### src/rtl/cpu_pkg.sv
// Shared CPU definitions: datapath widths, ALU op encodings and the ID/EX
// pipeline record with its all-zero bubble.
package cpu_pkg;
  localparam int DW = 32;
  localparam int RW = 5;

  typedef enum logic [3:0] {
    ALUC_ADD = 4'b0000,
    ALUC_SUB = 4'b0100,
    ALUC_AND = 4'b0001,
    ALUC_OR  = 4'b0101,
    ALUC_XOR = 4'b0010,
    ALUC_LUI = 4'b0110,
    ALUC_SLL = 4'b0011,
    ALUC_SRL = 4'b0111,
    ALUC_SRA = 4'b1111,
    ALUC_MAX = 4'b1011,
    ALUC_HAM = 4'b1010
  } aluc_e;

  typedef struct packed {
    logic          valid;
    logic          wreg;
    logic          m2reg;
    logic          wmem;
    logic          aluimm;
    logic          shift;
    logic          jal;
    logic [3:0]    aluc;
    logic [RW-1:0] rs;
    logic [RW-1:0] rt;
    logic [RW-1:0] rn;
    logic [DW-1:0] qa;
    logic [DW-1:0] qb;
    logic [DW-1:0] imm;
    logic [DW-1:0] pc4;
  } idex_t;

  // A bubble is a fully zeroed record: invalid, no writes, ALU op ADD.
  localparam idex_t BUBBLE = '0;
endpackage

### src/rtl/idex_stage_fwd_sel.sv
// One operand's forwarding select: MEM result beats WB result beats the
// register-file value; register 0 never forwards.
module fwd_sel import cpu_pkg::*; (
  input  logic [RW-1:0] src,
  input  logic [DW-1:0] rf_val,
  input  logic          m_wreg,
  input  logic [RW-1:0] m_rn,
  input  logic [DW-1:0] m_alu,
  input  logic          w_wreg,
  input  logic [RW-1:0] w_rn,
  input  logic [DW-1:0] w_data,
  output logic [DW-1:0] val
);
  logic m_hit, w_hit;

  assign m_hit = m_wreg && (m_rn != '0) && (m_rn == src);
  assign w_hit = w_wreg && (w_rn != '0) && (w_rn == src);
  assign val   = m_hit ? m_alu : (w_hit ? w_data : rf_val);
endmodule

### src/rtl/idex_stage.sv
// ID/EX pipeline register with MEM/WB operand forwarding, load-use stall
// detection, bubble injection on stall or flush, and a saturating stall counter.
module idex_stage import cpu_pkg::*; #(
  parameter logic [15:0] CNT_MAX = 16'hFFFF
) (
  input  logic          clock,
  input  logic          reset,
  input  logic          d_valid,
  input  logic          d_wreg,
  input  logic          d_m2reg,
  input  logic          d_wmem,
  input  logic          d_aluimm,
  input  logic          d_shift,
  input  logic          d_jal,
  input  logic [3:0]    d_aluc,
  input  logic [RW-1:0] d_rs,
  input  logic [RW-1:0] d_rt,
  input  logic [RW-1:0] d_rn,
  input  logic [DW-1:0] d_qa,
  input  logic [DW-1:0] d_qb,
  input  logic [DW-1:0] d_imm,
  input  logic [DW-1:0] d_pc4,
  input  logic          flush,
  input  logic          m_wreg,
  input  logic [RW-1:0] m_rn,
  input  logic [DW-1:0] m_alu,
  input  logic          w_wreg,
  input  logic [RW-1:0] w_rn,
  input  logic [DW-1:0] w_data,
  output logic          hazard_stall,
  output logic [DW-1:0] alu_a,
  output logic [DW-1:0] alu_b,
  output logic [3:0]    alu_aluc,
  output logic          e_valid,
  output logic          e_wreg,
  output logic          e_m2reg,
  output logic          e_wmem,
  output logic          e_jal,
  output logic [RW-1:0] e_rn,
  output logic [DW-1:0] e_store,
  output logic [DW-1:0] e_pc8,
  output logic [15:0]   stall_cnt
);
  idex_t         ex, d, nxt;
  logic          raw;
  logic [DW-1:0] fwd_a, fwd_b;

  assign d = '{valid: d_valid, wreg: d_wreg, m2reg: d_m2reg, wmem: d_wmem,
               aluimm: d_aluimm, shift: d_shift, jal: d_jal, aluc: d_aluc,
               rs: d_rs, rt: d_rt, rn: d_rn, qa: d_qa, qb: d_qb,
               imm: d_imm, pc4: d_pc4};

  // Both sources are compared even when the instruction only reads one.
  assign raw = ex.valid && ex.m2reg && (ex.rn != '0) && d_valid &&
               ((d_rs == ex.rn) || (d_rt == ex.rn));
  assign hazard_stall = raw & ~flush;

  always_comb begin
    nxt = d;
    if (flush || raw) nxt = BUBBLE;
  end

  always_ff @(posedge clock or posedge reset) begin
    if (reset) ex <= BUBBLE;
    else       ex <= nxt;
  end

  always_ff @(posedge clock or posedge reset) begin
    if (reset)                                    stall_cnt <= '0;
    else if (hazard_stall && stall_cnt != CNT_MAX) stall_cnt <= stall_cnt + 16'd1;
  end

  fwd_sel u_fwd_rs (
    .src(ex.rs), .rf_val(ex.qa),
    .m_wreg(m_wreg), .m_rn(m_rn), .m_alu(m_alu),
    .w_wreg(w_wreg), .w_rn(w_rn), .w_data(w_data),
    .val(fwd_a)
  );

  fwd_sel u_fwd_rt (
    .src(ex.rt), .rf_val(ex.qb),
    .m_wreg(m_wreg), .m_rn(m_rn), .m_alu(m_alu),
    .w_wreg(w_wreg), .w_rn(w_rn), .w_data(w_data),
    .val(fwd_b)
  );

  // Shift amount lives in the sa field, imm[10:6].
  assign alu_a    = ex.shift  ? {{(DW-5){1'b0}}, ex.imm[10:6]} : fwd_a;
  assign alu_b    = ex.aluimm ? ex.imm : fwd_b;
  assign alu_aluc = ex.aluc;
  assign e_valid  = ex.valid;
  assign e_wreg   = ex.wreg;
  assign e_m2reg  = ex.m2reg;
  assign e_wmem   = ex.wmem;
  assign e_jal    = ex.jal;
  assign e_rn     = ex.rn;
  assign e_store  = fwd_b;
  assign e_pc8    = ex.pc4 + DW'(4);
endmodule

### config.mk
export PLATFORM = sky130hd
export DESIGN_NAME = idex_stage
export DESIGN_NICKNAME = d
export VERILOG_FILES = /design/src/rtl/cpu_pkg.sv /design/src/rtl/idex_stage_fwd_sel.sv /design/src/rtl/idex_stage.sv
export SDC_FILE = /design/constraint.sdc
export NUM_CORES = 1
export LEC_CHECK = 0
export CORE_MARGIN = 3
export CORE_UTILIZATION = 40
export CTS_BUF_LIST = sky130_fd_sc_hd__clkbuf_4 sky130_fd_sc_hd__clkbuf_8
export CTS_CLUSTER_SIZE = 8
export DETAILED_ROUTE_END_ITERATION = 7
export GPL_ROUTABILITY_DRIVEN = 1
export GPL_TIMING_DRIVEN = 1
export MAX_ROUTING_LAYER = met4
export PLACE_DENSITY = 0.77
export SLEW_MARGIN = 20
export SYNTH_ARGS = -nofsm -noshare
export SYNTH_HDL_FRONTEND = slang
export SYNTH_SLANG_ARGS = --single-unit
### constraint.sdc
create_clock -name clock -period 8.3 [get_ports clock]
set_input_delay 1.66 -clock clock [delete_from_list [all_inputs] [get_ports clock]]
set_output_delay 1.66 -clock clock [all_outputs]
set_load 0.02 [all_outputs]
==> metrics <==
run status finished, final reports clean; worst vdd ir 0.09721 mV; die width 156.5 um; maximum operating frequency 0.1500 GHz; HPWL Detailed 22850 um; crit-path max FO 32; critical path's largest stage delay 0.72 ns; # resized after CTS 0; Worst Path Required 6.64 ns; worst reg2reg setup slack 5.34 ns; Syn Nets 1146; multi-input logic area 0.004304 mm2; FF+latch count, synth 170; most frequent cells in the layout 391 x clkdlybuf4s50_1, 169 x dfrtp_1, 154 x and2_1; P_leak 5.699 nW; Vias/cell 5.233; crit path kind in2out; IO Count 392; delay-heaviest family, CP simple AND/OR/NAND/NOR gates; Worst path most repeated cell clkdlybuf4s50_1; period utilization 80.34%; most common cell after layout, fill and taps aside clkdlybuf4s50_1; global-route wire length before repair 46670 um; FFs w/ async S/R, synth 100.0%; post-route cell area 0.01340 mm2; register area share after synthesis 46.94%; Clock Sinks 170; Routed WL 30770 um; final hold viol count 0; Pwr per Cell Area 143.7 mW/mm2; clock slew at reported path FFs 0.10 ns; Cell Rows 54; Startpoint Class input pin; Pwr Total 1.925 mW; Setup TNS 0 ns; routability cong. 0.9832; Routed Antenna Nets 0; Clock Path Buffers 2; Placed Area 0.01299 mm2; H-tree levels 4; all-layer global routing usage 25.56%; largest net degree at the start of global routing 121; final slew viol count 0; synthesized area 0.009064 mm2; detail-routed net length per standard cell 19.82 um; Post-CTS Setup Bufs 0; CTS tree done; DRC Markers 0; clk_lat worst skew 0.45 ns; prevailing post-synth register cell dfrtp_1; hold crit path type reg2reg; hold_buf cts 0; initial antenna violation count 1; drt pass-1 iters 5; CTS Buf Count 17; DRT iter0 DRCs 564; Layout area overhead 47.79%; via count 8122; Synth Instances 911; final net count 1493; Netlist cell types 45; die area 0.02450 mm2; buffers and inverters on the worst path 2; Worst Path Arrival 5.01 ns; setup violators final 0; port bufs 391; Initial Utilization 41.15%; crit-path cells clkdlybuf4s50_1, or4_1, o21a_4, nand3_2, nand2_1, a311oi_1, clkdlybuf4s50_1; RSZ-0062 raised after global routing no; core box area 0.02203 mm2; register area 0.004255 mm2; Post-synth EDFFs 0; fill count 1818; warning count from the yosys run 0; Crit-path slowest cell clkdlybuf4s50_1; share of layout cells above drive strength 1 6.609%; vias in the first global route 8296; Slew @ Worst Pin 1.042 ns; Slew Limit Headroom 30.51%; root buf cell clkbuf_8; Remaining Overflow, GRT 0; final clock skew 0.01717 ns; Avg Cell Area, Syn 9.949 um2; kind of end point of the critical path primary output; die height 156.5 um; Max Cap Viol 0; min cycle time layout 6.669 ns
-- cell families (layout without fill, tap and decap cells) --
logic type / after synthesis / after routing / share of synthesized area [%]
simple gates: 418 / 418 / 24.64
fa+ha+maj: 2 / 2 / 0.2760
other cells: 0 / 1 / 0
mux: 33 / 33 / 3.658
xor+xnor: 73 / 73 / 7.054
flops: 170 / 170 / 46.94
compound gates: 110 / 110 / 11.57
buf+inv: 105 / 465 / 5.867
-- sequential cells by signal, summed over array words and instances, names as in the netlist --
signal     cells
alu_aluc       4
e_jal          1
e_m2reg        1
e_rn           5
e_valid        1
e_wmem         1
e_wreg         1
ex           140
stall_cnt     16
-- layout make-up --
cell class                 count  area share (%)
tap                          280           2.615
antenna                        1         0.01868
clock inverter                14          0.9154
timing repair buffer         397           29.70
inverter                      36           1.046
sequential                   170           31.77
multi-input combinational    636           32.13
clock buffer                  18           1.803
-- report_power, final --
part	internal (mW)	switching (mW)	total, mW
clock	0.242	0.321	0.563
combinational	0.250	0.222	0.473
sequential	0.866	0.0236	0.890
total	1.36	0.567	1.92
-- per-layer routing --
layer	vias up	routed length [um]	track usage, %
li1	3787	-	-
met1	3910	12000	30.09
met2	379	15160	41.88
met3	46	2862	8.379
met4	0	739	7.670
met5	-	0	-
-- metrics by stage --
stage          setup slack [ns]  cells  hold slack [ns]  util [%]
3_3_place_gp              1.361   1518           0.4853     58.98
2_1_floorplan             2.037    911           0.5935         -
4_1_cts                   1.443   1550           0.5061     60.64
3_5_place_dp              1.439   1518           0.4914     58.99
6_report                  1.631   1552           0.4969     60.82
5_1_grt                   1.446   1552           0.5395     60.82
-- cells in the mapped netlist (27+ instances only) --
library cell / number / area share, %
nor2_1: 74 / 3.1
a221oi_2: 30 / 5.0
mux2i_1: 32 / 3.5
xnor2_1: 51 / 4.9
and2_1: 154 / 11
dfrtp_1: 170 / 47
inv_1: 36 / 1.5
nand2_1: 73 / 3.0
clkbuf_1: 30 / 1.2
nor3_1: 38 / 2.1
a311oi_1: 27 / 2.6
a21oi_1: 34 / 1.9
-- final timing paths --
kind / start / cells past startpoint / endpoint
worst max-delay path: w_rn[0] / 7 / alu_a[31]
worst min-delay path: stall_cnt[13] / 1 / stall_cnt[13]
worst max register to register: e_rn[4] / 6 / ex[95]
worst min register to register: stall_cnt[13] / 1 / stall_cnt[13]
max in group asynchronous: reset / 3 / ex[90]
min in group asynchronous: reset / 2 / stall_cnt[14]
Power figures use the tool's default switching activity.
